$ cat config.mk
export PLATFORM = sky130hd
export DESIGN_NAME = cam_dvp_tx_flat
export DESIGN_NICKNAME = d
export VERILOG_FILES = /design/src/rtl/cam_dvp_pkg.sv /design/src/rtl/cam_dvp_if.sv /design/src/rtl/cam_dvp_timing.sv /design/src/rtl/cam_dvp_tx.sv /design/src/flat_wrapper.sv
export SDC_FILE = /design/constraint.sdc
export NUM_CORES = 1
export LEC_CHECK = 0
export CORE_MARGIN = 2
export CORE_UTILIZATION = 40
export CTS_CLUSTER_SIZE = 8
export DETAILED_ROUTE_END_ITERATION = 16
export GPL_ROUTABILITY_DRIVEN = 0
export GPL_TIMING_DRIVEN = 0
export PLACE_DENSITY_LB_ADDON = 0.05
export SYNTH_ARGS = -nofsm -noshare
export SYNTH_HDL_FRONTEND = slang
export SYNTH_SLANG_ARGS = --single-unit
export TNS_END_PERCENT = 10
$ cat constraint.sdc
create_clock -name i_clk -period 4.55 [get_ports i_clk]
set_input_delay 0.91 -clock i_clk [delete_from_list [all_inputs] [get_ports i_clk]]
set_output_delay 0.91 -clock i_clk [all_outputs]
set_load 0.005 [all_outputs]
$ cat src/rtl/cam_dvp_pkg.sv
// Shared definitions for the DVP camera-source emulator: state encoding,
// bus widths and small helpers used by the timing core and the top level.
package cam_dvp_pkg;

    localparam int PIX_W  = 16;   // RGB565 pixel
    localparam int BYTE_W = 8;    // DVP byte bus

    typedef enum logic [2:0] {
        ST_IDLE   = 3'd0,
        ST_VSYNC  = 3'd1,
        ST_VBACK  = 3'd2,
        ST_ACTIVE = 3'd3,
        ST_HBLANK = 3'd4,
        ST_VFRONT = 3'd5
    } dvp_state_t;

    // Bits needed to hold the values 0..n-1 (at least one bit).
    function automatic int cnt_w(input int n);
        return (n > 1) ? $clog2(n) : 1;
    endfunction

    function automatic int max4(input int a, input int b, input int c, input int d);
        int m;
        m = a;
        if (b > m) m = b;
        if (c > m) m = c;
        if (d > m) m = d;
        return m;
    endfunction

    // Coordinate test pattern: line index in the high byte, pixel index in the low byte.
    function automatic logic [PIX_W-1:0] pattern_pixel(input logic [BYTE_W-1:0] y,
                                                       input logic [BYTE_W-1:0] x);
        return {y, x};
    endfunction

endpackage

$ cat src/rtl/cam_dvp_if.sv
// Upstream RGB565 pixel stream (valid/ready) feeding the DVP serialiser.
interface cam_dvp_if;
    import cam_dvp_pkg::*;

    logic [PIX_W-1:0] pix_data;
    logic             pix_valid;
    logic             pix_ready;

    modport master (output pix_data, output pix_valid, input pix_ready);
    modport slave  (input pix_data, input pix_valid, output pix_ready);

endinterface

$ cat src/rtl/cam_dvp_timing.sv
// Frame timing core: line-clock and line counters plus the frame state machine.
// Sync/line-valid outputs lag the state by one clock; the pixel request is
// issued one clock ahead of the matching high byte so the top level can
// fetch the pixel in time.
module cam_dvp_timing
    import cam_dvp_pkg::*;
#(
    parameter int H_ACTIVE    = 640,
    parameter int V_ACTIVE    = 480,
    parameter int H_BLANK     = 144,
    parameter int VSYNC_LINES = 3,
    parameter int V_BACK      = 17,
    parameter int V_FRONT     = 10
) (
    input  logic              i_clk,
    input  logic              i_rst_n,
    input  logic              i_enable,
    input  logic              i_test_pattern,
    output logic              o_vsync,
    output logic              o_href,
    output logic              o_frame_done,
    output logic              o_busy,
    output logic              o_pix_req,
    output logic              o_tp_mode,
    output logic [BYTE_W-1:0] o_pat_x,
    output logic [BYTE_W-1:0] o_pat_y
);

    localparam int LINE_CLKS = 2 * H_ACTIVE + H_BLANK;
    localparam int LCW       = cnt_w(LINE_CLKS);
    localparam int LNW       = cnt_w(max4(VSYNC_LINES, V_BACK, V_ACTIVE, V_FRONT));

    localparam logic [LCW-1:0] LC_LAST     = LCW'(LINE_CLKS - 1);
    localparam logic [LCW-1:0] LC_ACT_LAST = LCW'(2 * H_ACTIVE - 1);
    localparam logic [LNW-1:0] VS_LAST     = LNW'(VSYNC_LINES - 1);
    localparam logic [LNW-1:0] VB_LAST     = LNW'(V_BACK - 1);
    localparam logic [LNW-1:0] VA_LAST     = LNW'(V_ACTIVE - 1);
    localparam logic [LNW-1:0] VF_LAST     = LNW'(V_FRONT - 1);

    dvp_state_t     r_state;
    logic [LCW-1:0] r_lc;
    logic [LNW-1:0] r_line;
    logic           r_vsync;
    logic           r_href;
    logic           r_done;
    logic           r_busy;
    logic           r_req;
    logic           r_tp;

    logic           w_lc_last;
    logic [LCW-1:0] w_lc_inc;
    logic [LNW-1:0] w_line_inc;

    assign w_lc_last  = (r_lc == LC_LAST);
    assign w_lc_inc   = r_lc + LCW'(1);
    assign w_line_inc = r_line + LNW'(1);

    // Frame state machine; outputs registered from the current state, request from the next.
    always_ff @(posedge i_clk or negedge i_rst_n) begin
        if (!i_rst_n) begin
            r_state <= ST_IDLE;
            r_lc    <= '0;
            r_line  <= '0;
            r_vsync <= 1'b0;
            r_href  <= 1'b0;
            r_done  <= 1'b0;
            r_busy  <= 1'b0;
            r_req   <= 1'b0;
            r_tp    <= 1'b0;
        end else begin
            r_vsync <= (r_state == ST_VSYNC);
            r_href  <= (r_state == ST_ACTIVE);
            r_busy  <= (r_state != ST_IDLE);
            r_done  <= 1'b0;
            r_req   <= 1'b0;
            case (r_state)
                ST_IDLE: begin
                    if (i_enable) begin
                        r_state <= ST_VSYNC;
                        r_lc    <= '0;
                        r_line  <= '0;
                        r_tp    <= i_test_pattern;
                    end
                end
                ST_VSYNC: begin
                    r_lc <= w_lc_inc;
                    if (w_lc_last) begin
                        r_lc <= '0;
                        if (r_line == VS_LAST) begin
                            r_state <= ST_VBACK;
                            r_line  <= '0;
                        end else begin
                            r_line <= w_line_inc;
                        end
                    end
                end
                ST_VBACK: begin
                    r_lc <= w_lc_inc;
                    if (w_lc_last) begin
                        r_lc <= '0;
                        if (r_line == VB_LAST) begin
                            r_state <= ST_ACTIVE;
                            r_line  <= '0;
                            r_req   <= 1'b1;
                        end else begin
                            r_line <= w_line_inc;
                        end
                    end
                end
                ST_ACTIVE: begin
                    r_lc <= w_lc_inc;
                    if (r_lc == LC_ACT_LAST) begin
                        r_state <= ST_HBLANK;
                    end else if (r_lc[0]) begin
                        r_req <= 1'b1;
                    end
                end
                ST_HBLANK: begin
                    r_lc <= w_lc_inc;
                    if (w_lc_last) begin
                        r_lc <= '0;
                        if (r_line == VA_LAST) begin
                            r_state <= ST_VFRONT;
                            r_line  <= '0;
                        end else begin
                            r_state <= ST_ACTIVE;
                            r_line  <= w_line_inc;
                            r_req   <= 1'b1;
                        end
                    end
                end
                ST_VFRONT: begin
                    r_lc <= w_lc_inc;
                    if (w_lc_last) begin
                        r_lc <= '0;
                        if (r_line == VF_LAST) begin
                            r_done <= 1'b1;
                            r_line <= '0;
                            if (i_enable) begin
                                r_state <= ST_VSYNC;
                                r_tp    <= i_test_pattern;
                            end else begin
                                r_state <= ST_IDLE;
                            end
                        end else begin
                            r_line <= w_line_inc;
                        end
                    end
                end
                default: r_state <= ST_IDLE;
            endcase
        end
    end

    // While a request is high the counters already point at the requested pixel.
    assign o_pat_x      = BYTE_W'(r_lc[LCW-1:1]);
    assign o_pat_y      = BYTE_W'(r_line);
    assign o_vsync      = r_vsync;
    assign o_href       = r_href;
    assign o_frame_done = r_done;
    assign o_busy       = r_busy;
    assign o_pix_req    = r_req;
    assign o_tp_mode    = r_tp;

endmodule

$ cat src/rtl/cam_dvp_tx.sv
// DVP camera-source emulator top: frame timing core plus pixel source mux,
// high-byte-first serialiser and stream ready/underflow handling.
module cam_dvp_tx
    import cam_dvp_pkg::*;
#(
    parameter int H_ACTIVE    = 640,
    parameter int V_ACTIVE    = 480,
    parameter int H_BLANK     = 144,
    parameter int VSYNC_LINES = 3,
    parameter int V_BACK      = 17,
    parameter int V_FRONT     = 10
) (
    input  logic              i_clk,
    input  logic              i_rst_n,
    input  logic              i_enable,
    input  logic              i_test_pattern,
    cam_dvp_if.slave          pix_if,
    output logic              o_vsync,
    output logic              o_href,
    output logic [BYTE_W-1:0] o_data,
    output logic              o_frame_done,
    output logic              o_underflow,
    output logic              o_busy
);

    logic              w_req;
    logic              w_tp;
    logic [BYTE_W-1:0] w_pat_x;
    logic [BYTE_W-1:0] w_pat_y;
    logic [PIX_W-1:0]  w_pixel;

    logic [BYTE_W-1:0] r_data;
    logic [BYTE_W-1:0] r_lo;
    logic              r_odd;
    logic              r_uf;

    cam_dvp_timing #(
        .H_ACTIVE    (H_ACTIVE),
        .V_ACTIVE    (V_ACTIVE),
        .H_BLANK     (H_BLANK),
        .VSYNC_LINES (VSYNC_LINES),
        .V_BACK      (V_BACK),
        .V_FRONT     (V_FRONT)
    ) u_timing (
        .i_clk          (i_clk),
        .i_rst_n        (i_rst_n),
        .i_enable       (i_enable),
        .i_test_pattern (i_test_pattern),
        .o_vsync        (o_vsync),
        .o_href         (o_href),
        .o_frame_done   (o_frame_done),
        .o_busy         (o_busy),
        .o_pix_req      (w_req),
        .o_tp_mode      (w_tp),
        .o_pat_x        (w_pat_x),
        .o_pat_y        (w_pat_y)
    );

    // The upstream stream is only ever offered a handshake in stream mode.
    assign pix_if.pix_ready = w_req & ~w_tp;

    // Pixel source: pattern, accepted stream pixel, or black when the stream starves.
    always_comb begin
        w_pixel = '0;
        if (w_tp) begin
            w_pixel = pattern_pixel(w_pat_y, w_pat_x);
        end else if (pix_if.pix_valid) begin
            w_pixel = pix_if.pix_data;
        end
    end

    // Byte serialiser: high byte on the request edge, held low byte on the next, zero otherwise.
    always_ff @(posedge i_clk or negedge i_rst_n) begin
        if (!i_rst_n) begin
            r_data <= '0;
            r_lo   <= '0;
            r_odd  <= 1'b0;
            r_uf   <= 1'b0;
        end else begin
            r_odd <= w_req;
            if (w_req) begin
                r_data <= w_pixel[PIX_W-1:BYTE_W];
                r_lo   <= w_pixel[BYTE_W-1:0];
                if (!w_tp && !pix_if.pix_valid) begin
                    r_uf <= 1'b1;
                end
            end else if (r_odd) begin
                r_data <= r_lo;
            end else begin
                r_data <= '0;
            end
        end
    end

    assign o_data      = r_data;
    assign o_underflow = r_uf;

endmodule

$ cat src/flat_wrapper.sv
// flat-port wrapper written by rule: the top's interface ports become plain ports
module cam_dvp_tx_flat import cam_dvp_pkg::*;
#(
    parameter int H_ACTIVE    = 640,
    parameter int V_ACTIVE    = 480,
    parameter int H_BLANK     = 144,
    parameter int VSYNC_LINES = 3,
    parameter int V_BACK      = 17,
    parameter int V_FRONT     = 10
)
  (i_clk, i_rst_n, i_enable, i_test_pattern, o_vsync, o_href, o_data, o_frame_done, o_underflow, o_busy, pix_if_pix_data, pix_if_pix_valid, pix_if_pix_ready);
  cam_dvp_if pix_if_i ();
  input  logic i_clk;
  input  logic i_rst_n;
  input  logic i_enable;
  input  logic i_test_pattern;
  output logic o_vsync;
  output logic o_href;
  output logic [BYTE_W-1:0] o_data;
  output logic o_frame_done;
  output logic o_underflow;
  output logic o_busy;
  input wire logic [$bits(pix_if_i.pix_data)-1:0] pix_if_pix_data;
  input wire logic [$bits(pix_if_i.pix_valid)-1:0] pix_if_pix_valid;
  output wire logic [$bits(pix_if_i.pix_ready)-1:0] pix_if_pix_ready;
  assign pix_if_i.pix_data = pix_if_pix_data;
  assign pix_if_i.pix_valid = pix_if_pix_valid;
  assign pix_if_pix_ready = pix_if_i.pix_ready;
  cam_dvp_tx #(.H_ACTIVE(H_ACTIVE), .V_ACTIVE(V_ACTIVE), .H_BLANK(H_BLANK), .VSYNC_LINES(VSYNC_LINES), .V_BACK(V_BACK), .V_FRONT(V_FRONT)) u_core (.i_clk(i_clk), .i_rst_n(i_rst_n), .i_enable(i_enable), .i_test_pattern(i_test_pattern), .pix_if(pix_if_i), .o_vsync(o_vsync), .o_href(o_href), .o_data(o_data), .o_frame_done(o_frame_done), .o_underflow(o_underflow), .o_busy(o_busy));
endmodule
## Word-level counts from Yosys, hierarchy flattened

Cells that the tools add are included.

- Register bits: 47
- Bits of input ports: 21
- Logic and storage cells: 94

- Mux-type cells: 43
- Bitwise logic cells: 2
- Add/subtract/negate cells: 2
- Equal/unequal tests: 20
- Reduce and logical (&&, ||, !) cells: 14

Operators with widths:

| cell | count |
|---|---|
| $mux 9 | 9 |
| $pmux 9 s5 | 1 |
| $pmux 11 s3 | 1 |
| $mux 16 | 2 |
| $mux 3 | 10 |
| $eq 11x11->1 const B | 2 |
| $mux 11 | 2 |
| $pmux 3 s6 | 1 |
| $mux 8 | 2 |
| $ne 2x2->1 const B | 7 |
| $mux 1 | 13 |
| $add 11x1->11 const B | 1 |
| $add 9x1->9 const B | 1 |
| $eq 9x2->1 const B | 1 |
| $eq 9x4->1 const B | 1 |
| $eq 9x5->1 const B | 1 |
| $eq 9x9->1 const B | 1 |
| $reduce_and 9->1 | 1 |
| $eq 3x2->1 const B | 2 |
| $eq 3x3->1 const B | 2 |
| $reduce_and 6->1 | 1 |
| $reduce_bool 3->1 | 2 |
| $reduce_bool 5->1 | 1 |
| $ne 2x1->1 const B | 2 |
| other kinds (12) | 14 |

## Longest topological paths before layout

Gate-level depths: netlist (run 1).

- Depth after elaboration: 4
- Mapped depth: 7
- Depth with buffers taken out: 7

## Hierarchy

From an unflattened synthesis (run 1), not the netlist that was laid out.

- Cells, all modules: 297
- Area, all modules: 2780.2 µm²

Modules (own cells, without submodules):

| module | times used | area each (µm²) | cells each |
|---|---|---|---|
| cam_dvp_timing | 1 | 1908.1 | 202 |
| cam_dvp_tx | 1 | 872.1 | 95 |

## Least setup slack after synthesis (run 1)

OpenSTA, ideal clock, no wires.

- Path type: reg2reg
- Start point: register u_core.u_timing.r_lc[0]
- End point: register u_core.u_timing.r_state[1]
- Data arrival time: 1.859 ns
- Slack: 2.567 ns
- Period minus slack after synthesis: 1.983 ns
- Library setup time: 0.124 ns
- Buffers on the path: 1
- Data required time: 4.426 ns
- Cell stages (with the launch flop): 8
- Cell sequence: dfrtp_1 -> ha_1 -> and4b_1 -> nand4b_1 -> clkbuf_1 -> a31oi_1 -> a31o_2 -> a211o_1

- Cells in the longest elaborated chain, start to end: 3
- Elaborated cells between the ends (all ways): 8
- Classes of those cells: eq/ne: 7; reduce/logical: 1

Ends and longest elaborated chain:

| what | line | source |
|---|---|---|
| from (decl) | cam_dvp_timing.sv:41 | `logic [LCW-1:0] r_lc;` |
| from (signal assigned) | cam_dvp_timing.sv:86 | `r_lc <= w_lc_inc;` |
| from (signal assigned) | cam_dvp_timing.sv:98 | `r_lc <= w_lc_inc;` |
| from (signal assigned) | cam_dvp_timing.sv:111 | `r_lc <= w_lc_inc;` |
| $eq 11x11->1, on equally long branches | cam_dvp_timing.sv:112, cam_dvp_timing.sv:54 |  |
| $ne 2x1->1 (no line) or $ne 2x2->1 (tied branches) | - |  |
| $reduce_and 9->1 (no line) * | - |  |
| to (signal assigned) | cam_dvp_timing.sv:113 | `r_state <= ST_HBLANK;` |
| to (signal assigned) | cam_dvp_timing.sv:123 | `r_state <= ST_VFRONT;` |
| to (signal assigned) | cam_dvp_timing.sv:126 | `r_state <= ST_ACTIVE;` |
| to (decl) | cam_dvp_timing.sv:40 | `dvp_state_t r_state;` |

Every way passes the cells marked *; elsewhere a longest branch is shown, timed or not.
A chain may end at the register's enable or synchronous reset.

## Worst setup path after layout (run 1)

- Start point: register u_core.u_timing.r_req (netlist: u_core.u_timing.o_pix_req)
- End point: output pix_if_pix_ready

- Cells in the longest elaborated chain, start to end: 1

Ends and longest elaborated chain:

| what | line | source |
|---|---|---|
| from (decl) | cam_dvp_timing.sv:47 | `logic r_req;` |
| from (signal assigned) | cam_dvp_timing.sv:68 | `r_req <= 1'b0;` |
| from (signal assigned) | cam_dvp_timing.sv:75 | `r_req <= 1'b0;` |
| from (signal assigned) | cam_dvp_timing.sv:104 | `r_req <= 1'b1;` |
| $and 1x1->1 | cam_dvp_tx.sv:60 | `assign pix_if.pix_ready = w_req & ~w_tp;` |
| to (decl) | flat_wrapper.sv:25 | `output wire logic [$bits(pix_if_i.pix_ready)-1:0] pix_if_pix_ready;` |

No other way between the ends.

==> flow_summary.json, run 1 <==
{
  "port_buffers": 34,
  "worstPathArrival_ns": 1.70,
  "synth_top_area_cell": "dfrtp_1",
  "grt_max_degree": 35,
  "drv_slew": 0,
  "worst_pin_slew_ns": 0.635,
  "timing.rr.start": "u_core.u_timing.r_line[1]",
  "syn_nets": 294,
  "grt_use_met3_pct": 4.25,
  "synth_flop_cell": "dfrtp_1",
  "cts_root_buf": "clkbuf_8",
  "htree_levels": 2,
  "drtIter0Drc": 130,
  "clkLatencyLatePin_ns": 0.31,
  "grt_overflow": 0,
  "setup_tns_ns": 0,
  "start_util_pct": 40.8,
  "die_h_um": 84.0,
  "use_met2_pct": 29.1,
  "synth_seq_cells": 47,
  "setup_viol": 0,
  "grt_pass1_wl_um": 10600,
  "crit_path_end_kind": "primary output",
  "area.sequential_um2": 1180,
  "min_to": "u_core.r_odd",
  "fmax_mhz": 384,
  "dpl.cell_count": 380,
  "final_area_um2": 3130,
  "dp_hpwl_um": 4630,
  "vias_per_cell": 5.48,
  "status": "finished clean",
  "multi_input_area_um2": 1290,
  "regToRegSetupSlack_ns": 2.10,
  "drive_gt1_share_pct": 6.75,
  "netlist_area_um2": 2560,
  "stdcell_count": 388,
  "post-route-util_pct": 49.8,
  "syn2layout_area_growth_pct": 22.2,
  "ant_nets": 0,
  "wire_per_inst_um": 16.4,
  "leakage_nw": 1.34,
  "diodes": 0,
  "ir_drop_v": 0.000258,
  "cts_tree": "yes",
  "synth_edf_count": 0,
  "finalCriticalPeriod_ns": 2.61,
  "finalHoldViolCount": 0,
  "seq_area_frac_synth_pct": 46.0,
  "whs_path_depth": 0,
  "cp_max_fo": 9,
  "io_pins": 35,
  "grt_usage_pct": 19.1,
  "layout_commonest_cell": "dfrtp_1",
  "num_vias": 2125,
  "setup_slack_ns": 1.94,
  "wirelength_um": 6360,
  "clk_pin_slew_worst_paths_ns": 0.10,
  "post-cts-setup-buffer-count": 0,
  "grt-busiest-layer": "met2",
  "period_share_pct": 57.3,
  "r2r-end": "u_core.u_timing.r_line[7]",
  "yosys-top-cells-area": "dfrtp_1, a22o_1, nor2_1",
  "fin_worst_skew_ns": 0.00545,
  "hp-start": "u_core.u_timing.o_pix_req",
  "cts_buffer_depth": 2,
  "relSlewSlack_pct": 57.3,
  "yosys_warnings": 0,
  "ctsHoldBuffers": 0,
  "clock_sink_count": 47,
  "coreArea_um2": 6280,
  "ys_types": 50,
  "antenna_found_initial": 0,
  "hold_ws_ns": 0.383,
  "netlist_instances": 268,
  "dieArea_um2": 7050,
  "async_reset_ff_share_pct": 100,
  "power.density_nw_per_um2": 573,
  "syn_area_per_cell_um2": 9.55,
  "maxCapViolCount": 0,
  "place_ws_ns": 1.86,
  "layout.nets": 336,
  "rows": 29,
  "n_fill_cell": 609,
  "cp.required_ns": 3.64,
  "drc": 0,
  "cts_buffers": 5,
  "first_pass_iters": 4,
  "rsz0062_at_grt": "no",
  "rr_worst_depth": 7,
  "yosys.area.top_type_share_pct": 46.0,
  "p_total_mw": 1.79,
  "hold_class": "register to register",
  "crit_type": "register to primary output",
  "die_w_um": 84.0,
  "grtUsageMet1_pct": 27.8,
  "placed_cell_area_um2": 3010,
  "grt_pass1_vias": 2017,
  "cp-start-kind": "register",
  "layout_common_cells": "dfrtp_1, clkdlybuf4s50_1, nor2_1",
  "cts_resized": 0
}
## worst max-delay path by stage
stage	start	endpoint	slack [ns]	cells past startpoint
after CTS	u_core.u_timing.o_pix_req	pix_if_pix_ready	1.92	3
after floorplan	u_core.u_timing.r_lc[0]	u_core.u_timing.r_state[1]	2.57	7
after detailed placement	i_enable	u_core.u_timing.r_lc[10]	1.86	7
after global placement	i_rst_n	u_core.u_timing.r_lc[4]	1.15	1
final	u_core.u_timing.o_pix_req	pix_if_pix_ready	1.94	3
after global routing	u_core.u_timing.o_pix_req	pix_if_pix_ready	1.83	3
## cell usage after synthesis, drive strengths merged (3+ instances only)
library cell and count:
dfrtp 47, nor2 31, a22o 20, nand2 19, a21oi 16, clkbuf 15
nand4 9, a22oi 8, inv 8, nor2b 7, nor3 6, o21ai 6
xnor2 6, a31oi 5, and3 5, ha 5, a21o 4, and2 4
nand3 4, o22ai 4, or3b 3, xor2 3
## power breakdown
part	leakage, nW	internal (mW)	total, mW	switching, mW
clock network	0.0548	0.166	0.322	0.156
logic	0.679	0.359	0.797	0.439
registers	0.602	0.561	0.671	0.111
## sequential cells by signal (all words and copies together), names as in the netlist, 3 cells and up
name / flops
u_core.u_timing.r_line: 9
u_core.r_lo: 8
u_core.o_data: 8
u_core.u_timing.r_lc: 11
u_core.u_timing.r_state: 3
## cells by family after synthesis
family                   after synthesis  synth area share [%]
flip-flops                            47                  46.0
AND/OR/NAND/NOR                      104                  22.4
buffers and inverters                 25                  3.72
AO/OA/AOI/OAI                         76                  21.5
multiplexers                           2                 0.880
XOR/XNOR                               9                  3.08
adder cells (fa/ha/maj)                5                  2.44
## layer usage
metal,vias to the layer above,routed length (um)
met4,0,63
met5,-,0
li1,1060,-
met3,5,269
met1,1019,3120
met2,41,2910
## area by class of cell
type | count | area share, %
Clock inverter | 3 | 1.48
Timing Repair Buffer | 35 | 11.4
Tap cell | 77 | 3.08
Inverter | 8 | 0.961
Buffer | 17 | 2.08
Multi-Input combinational cell | 196 | 41.2
Clock buffer | 5 | 2.20
Sequential cell | 47 | 37.6
## worst max-delay path: stages, from the launching register on
cell and delay, ns:
dfrtp_1 0.35, clkbuf_1 0.30, nor2b_1 0.22, clkdlybuf4s50_1 0.52
(Power assumes the default switching activity.)
==> run 2: changes to the inputs <==
==> constraint.sdc (replaced) <==
create_clock -name i_clk -period 2.45 [get_ports i_clk]
set_input_delay 0.49 -clock i_clk [delete_from_list [all_inputs] [get_ports i_clk]]
set_output_delay 0.49 -clock i_clk [all_outputs]
set_load 0.005 [all_outputs]
==> run 2 against run 1 <==
Effect of this change: cell count is the same; combinational power grew 88%; clock skew down 0.00081 ns; non-clock buffer count did not move; critical path depth grew 4; total power is 87% higher; worst hold slack worse by 0.31 ns; sequential share of layout area decreased by 0.14 points; first-iteration DRC count shrank 5.4%; wire length rose by 0.44%; flip-flop and latch count unchanged; highest routed layer unchanged.
==> flow_summary.json, run 2 (same netlist as run 1, synthesis figures left out) <==
{
  "status": "finished clean",
  "p_switching_mw": 1.32,
  "start_util_pct": 40.8,
  "rsz0062_at_grt": "no",
  "antenna_found_initial": 0,
  "htree_levels": 2,
  "hold_class": "primary input to asynchronous set/reset pin",
  "fin_worst_skew_ns": 0.00464,
  "largest_reg_flops": 11,
  "clkLatencyLatePin_ns": 0.31,
  "leakage_nw": 1.34,
  "period_share_pct": 93.1,
  "cp_max_fo": 10,
  "ir_drop_v": 0.000478,
  "fmax_mhz": 438,
  "relSlewSlack_pct": 56.9,
  "layout.nets": 336,
  "grt_pass1_vias": 2017,
  "ctsHoldBuffers": 0,
  "layout_common_cells": "dfrtp_1, clkdlybuf4s50_1, nor2_1",
  "cts_buffers": 5,
  "drive_gt1_share_pct": 7.72,
  "final_area_um2": 3140,
  "place_ws_ns": 0.0943,
  "grt_use_met3_pct": 4.25,
  "diodes": 0,
  "p_total_mw": 3.34,
  "dp_hpwl_um": 4630,
  "drv_slew": 0,
  "reg_top3": "u_core.u_timing.r_lc: 11 flops, u_core.u_timing.r_line: 9 flops",
  "wire_per_inst_um": 16.5,
  "wirelength_um": 6390,
  "cts_root_buf": "clkbuf_8",
  "die_h_um": 84.0,
  "post-cts-setup-buffer-count": 0,
  "grt_overflow": 0,
  "clkPwrFrac_pct": 17.9,
  "grt_max_degree": 35,
  "regMostFlops": "u_core.u_timing.r_lc",
  "grt_usage_pct": 19.1,
  "cp.required_ns": 2.65,
  "layout_commonest_cell": "dfrtp_1",
  "cts_tree": "yes",
  "die_w_um": 84.0,
  "num_vias": 2145,
  "worstPathArrival_ns": 2.48,
  "setup_slack_ns": 0.169,
  "regToRegSetupSlack_ns": 0.17,
  "hold_ws_ns": 0.0735,
  "grt_pass1_wl_um": 10600,
  "worst_pin_slew_ns": 0.641,
  "ant_nets": 0,
  "sequentialPowerShare_pct": 37.3,
  "crit_type": "register to register",
  "crit_path_end_kind": "register",
  "coreArea_um2": 6280,
  "io_pins": 35,
  "power.internal_mw": 2.02,
  "cp-start-kind": "register",
  "placed_cell_area_um2": 3010,
  "clock_sink_count": 47,
  "swShare_pct": 39.5,
  "cts_buffer_depth": 2,
  "drtIter0Drc": 123,
  "rows": 29,
  "clk_pin_slew_worst_paths_ns": 0.09,
  "setup_viol": 0,
  "finalCriticalPeriod_ns": 2.28,
  "drc": 0,
  "grt-busiest-layer": "met2",
  "power.density_nw_per_um2": 1070,
  "first_pass_iters": 4,
  "port_buffers": 34,
  "grtUsageMet1_pct": 27.8,
  "syn2layout_area_growth_pct": 22.6,
  "dieArea_um2": 7050,
  "maxCapViolCount": 0,
  "power.share.combinational_pct": 44.8,
  "vias_per_cell": 5.53,
  "use_met2_pct": 29.1,
  "finalHoldViolCount": 0
}
[run 2: path summary, 6_finish.rpt]
check,from,to,depth (start not counted)
min in group i_clk,u_core.u_timing.o_pix_req,u_core.r_odd,0
setup reg to reg,u_core.u_timing.r_lc[0],u_core.u_timing.r_state[1],7
max in group asynchronous,i_rst_n,u_core.u_timing.r_lc[8],2
hold / removal,i_rst_n,u_core.u_timing.r_line[7],1
hold reg to reg,u_core.u_timing.o_pix_req,u_core.r_odd,0
setup / recovery,u_core.u_timing.r_lc[0],u_core.u_timing.r_state[1],7
[run 2: area by class of cell]
| type | instances | area (um^2) |
|---|---|---|
| clock buffer | 5 | 68.8 |
| tap | 77 | 96.3 |
| fill | 609 | 3140 |
| clock inverter | 3 | 46.3 |
| sequential | 47 | 1180 |
| inverter | 8 | 30.0 |
| multi-input combinational | 196 | 1300 |
| buffer | 17 | 66.3 |
| timing repair buffer | 35 | 355 |
[run 2: per-layer routing]
metal  vias to the layer above  share of wire, %
met4                         0               1.1
met3                         7               4.5
met1                      1028                49
met2                        51                46
li1                       1059                 -
met5                         -                 0
[run 2: worst max-delay path, cell delays in order (launching register included)]
cell      delay, ns
dfrtp_1        0.46
ha_1           0.24
and4b_1        0.20
nand4b_1       0.13
clkbuf_1       0.38
a31oi_2        0.25
a31o_2         0.29
a211o_1        0.22
[run 2: metrics by stage]
step	util [%]	setup TNS, ns	std cells
detailed placement	48.0	0	380
floorplan	-	0	268
global placement	47.7	-24.62	379
finish	50.0	0	388
global route	50.0	0	388
CTS	49.8	0	388
[run 2: power groups by stage]
stage	Sequential, mW	Clock, mW	Combinational [mW]
after floorplan	1.21	0	1.01
after global placement	1.25	0	1.46
after detailed placement	1.26	0	1.47
after CTS	1.25	0.617	1.49
after global routing	1.29	0.651	1.67
final	1.25	0.598	1.50
[run 2: timing repair]
item,in CTS,in global routing
endpoints found under the setup margin,0,10
hold endpoints to repair,0,0
gates resized for setup,0,3
==> run 3: changes to the inputs <==
--- a/config.mk
+++ b/config.mk
@@ -10,7 +10,6 @@
 export CTS_CLUSTER_SIZE = 8
 export DETAILED_ROUTE_END_ITERATION = 16
 export GPL_ROUTABILITY_DRIVEN = 0
-export GPL_TIMING_DRIVEN = 0
 export PLACE_DENSITY_LB_ADDON = 0.05
 export SYNTH_ARGS = -nofsm -noshare
 export SYNTH_HDL_FRONTEND = slang
==> constraint.sdc (replaced) <==
create_clock -name i_clk -period 2.53 [get_ports i_clk]
set_input_delay 0.506 -clock i_clk [delete_from_list [all_inputs] [get_ports i_clk]]
set_output_delay 0.506 -clock i_clk [all_outputs]
set_load 0.005 [all_outputs]
==> run 3 against run 2 <==
Effect of this change: maximum frequency is 1.1% higher; core utilization is 0.080 points lower; worst hold slack better by 0.20 ns; sequential power hardly changed; die area stayed put; non-clock buffer count is 6 lower; clock-buffer cell count stayed put; flip-flop and latch count stayed put; via count is 2.1% lower; combinational power is 10% lower; critical endpoint unchanged; global-route usage is 0.80 points lower.
==> flow_summary.json, run 3 (same netlist as run 1, synthesis figures left out) <==
{
  "stdcell_count": 382,
  "final_area_um2": 3130,
  "dieArea_um2": 7050,
  "drtIter0Drc": 122,
  "leakage_nw": 1.37,
  "cts_buffers": 5,
  "first_pass_iters": 4,
  "cpMostUsedCell": "nor3_1",
  "regMostFlops": "u_core.u_timing.r_lc",
  "drc": 0,
  "post-cts-setup-buffer-count": 0,
  "power.density_nw_per_um2": 1020,
  "crit_path_end_kind": "register",
  "path_buf_inv": 0,
  "diodes": 0,
  "drv_slew": 0,
  "cts_tree": "yes",
  "fin_worst_skew_ns": 0.00602,
  "cts_buffer_depth": 2,
  "largest_reg_flops": 11,
  "ir_drop_v": 0.000445,
  "clkLatencyLatePin_ns": 0.31,
  "die_w_um": 84.0,
  "cpPeakStageDelay_ns": 0.59,
  "start_util_pct": 40.8,
  "setup_viol": 0,
  "drive_gt1_share_pct": 10.2,
  "rows": 29,
  "crit_type": "register to register",
  "syn2layout_area_growth_pct": 22.4,
  "cts_root_buf": "clkbuf_8",
  "placed_cell_area_um2": 3020,
  "io_pins": 35,
  "htree_levels": 2,
  "cts_resized": 0,
  "dp_hpwl_um": 4470,
  "layout_common_cells": "dfrtp_1, clkdlybuf4s50_1, nor2_1",
  "cp.required_ns": 2.73,
  "cp-start-kind": "register",
  "die_h_um": 84.0,
  "ant_nets": 0,
  "status": "finished clean",
  "dpl.cell_count": 374,
  "fmax_mhz": 443,
  "worstPathArrival_ns": 2.45,
  "grt_pass1_vias": 1957,
  "ctsHoldBuffers": 0,
  "reg_top3": "u_core.u_timing.r_lc: 11 flops, u_core.u_timing.r_line: 9 flops",
  "clk_pin_slew_worst_paths_ns": 0.09,
  "n_fill_cell": 605,
  "grt_max_degree": 48,
  "cp_slowest_cell": "nor3_1",
  "hold_class": "primary input to asynchronous set/reset pin",
  "clock_sink_count": 47,
  "wirelength_um": 6190,
  "critical_path.cell_chain": "nor3_1, a41oi_2, nor3_1, nand2_1, a211o_1",
  "cp_max_fo": 7,
  "finalCriticalPeriod_ns": 2.26,
  "wire_per_inst_um": 16.2,
  "finalHoldViolCount": 0,
  "rsz0062_at_grt": "no",
  "num_vias": 2100,
  "grt_overflow": 0,
  "grt_pass1_wl_um": 10100,
  "hold_ws_ns": 0.276,
  "vias_per_cell": 5.50,
  "maxCapViolCount": 0,
  "crit_family": "simple AND/OR/NAND/NOR gates",
  "p_total_mw": 3.20,
  "antenna_found_initial": 0,
  "layout_commonest_cell": "dfrtp_1",
  "period_share_pct": 89.1,
  "worst_pin_slew_ns": 0.646,
  "setup_tns_ns": 0,
  "coreArea_um2": 6280,
  "relSlewSlack_pct": 56.6,
  "grt_usage_pct": 18.3,
  "port_buffers": 34,
  "layout.nets": 330
}
run 3: cell count changes in the layout (fill, tap and decap cells not counted), sizes merged:
cell      change
buf          +10
clkbuf       -16
clkinv        +1
clkinvlp      -1
run 3: final cells by class:
| cell class | count | area [um^2] | area share (%) |
|---|---|---|---|
| Inverter | 8 | 30.0 | 0.959 |
| Sequential cell | 47 | 1180 | 37.6 |
| Multi-Input combinational cell | 196 | 1290 | 41.1 |
| Tap cell | 77 | 96.3 | 3.08 |
| Clock inverter | 3 | 47.5 | 1.52 |
| Timing Repair Buffer | 46 | 425 | 13.6 |
| Clock buffer | 5 | 68.8 | 2.20 |
run 3: power breakdown:
group	internal (mW)	switching, mW	total (mW)
sequential	1.01	0.271	1.28
clock	0.300	0.274	0.574
combinational	0.664	0.684	1.35
total	1.97	1.23	3.20
run 3: worst paths after layout:
kind                                           start                    endpoint  slack (ns)  cells after the start
max reg2reg                u_core.u_timing.r_line[8]  u_core.u_timing.r_state[1]        0.27                      5
min in group i_clk                u_core.o_underflow          u_core.o_underflow        0.47                      1
min                                          i_rst_n   u_core.u_timing.r_line[7]        0.28                      2
max                        u_core.u_timing.r_line[8]  u_core.u_timing.r_state[1]        0.27                      5
min reg2reg                       u_core.o_underflow          u_core.o_underflow        0.47                      1
max in group asynchronous                    i_rst_n  u_core.u_timing.r_state[2]        1.84                      2
run 3: metrics by stage:
stage,utilization [%],worst slack (ns)
floorplan,-,0.547
global placement,48.0,0.348
detailed placement,48.0,0.307
CTS,49.9,0.291
global route,49.9,0.145
finish,49.9,0.275
run 3: per-layer routing:
metal	global-route usage (%)	wire [um]	vias up	part of all wire, %
met5	0	0	-	0
met4	5.43	76	0	1.2
met3	3.76	234	8	3.8
met2	27.9	2790	46	45
met1	26.4	3090	989	50
li1	-	-	1057	-
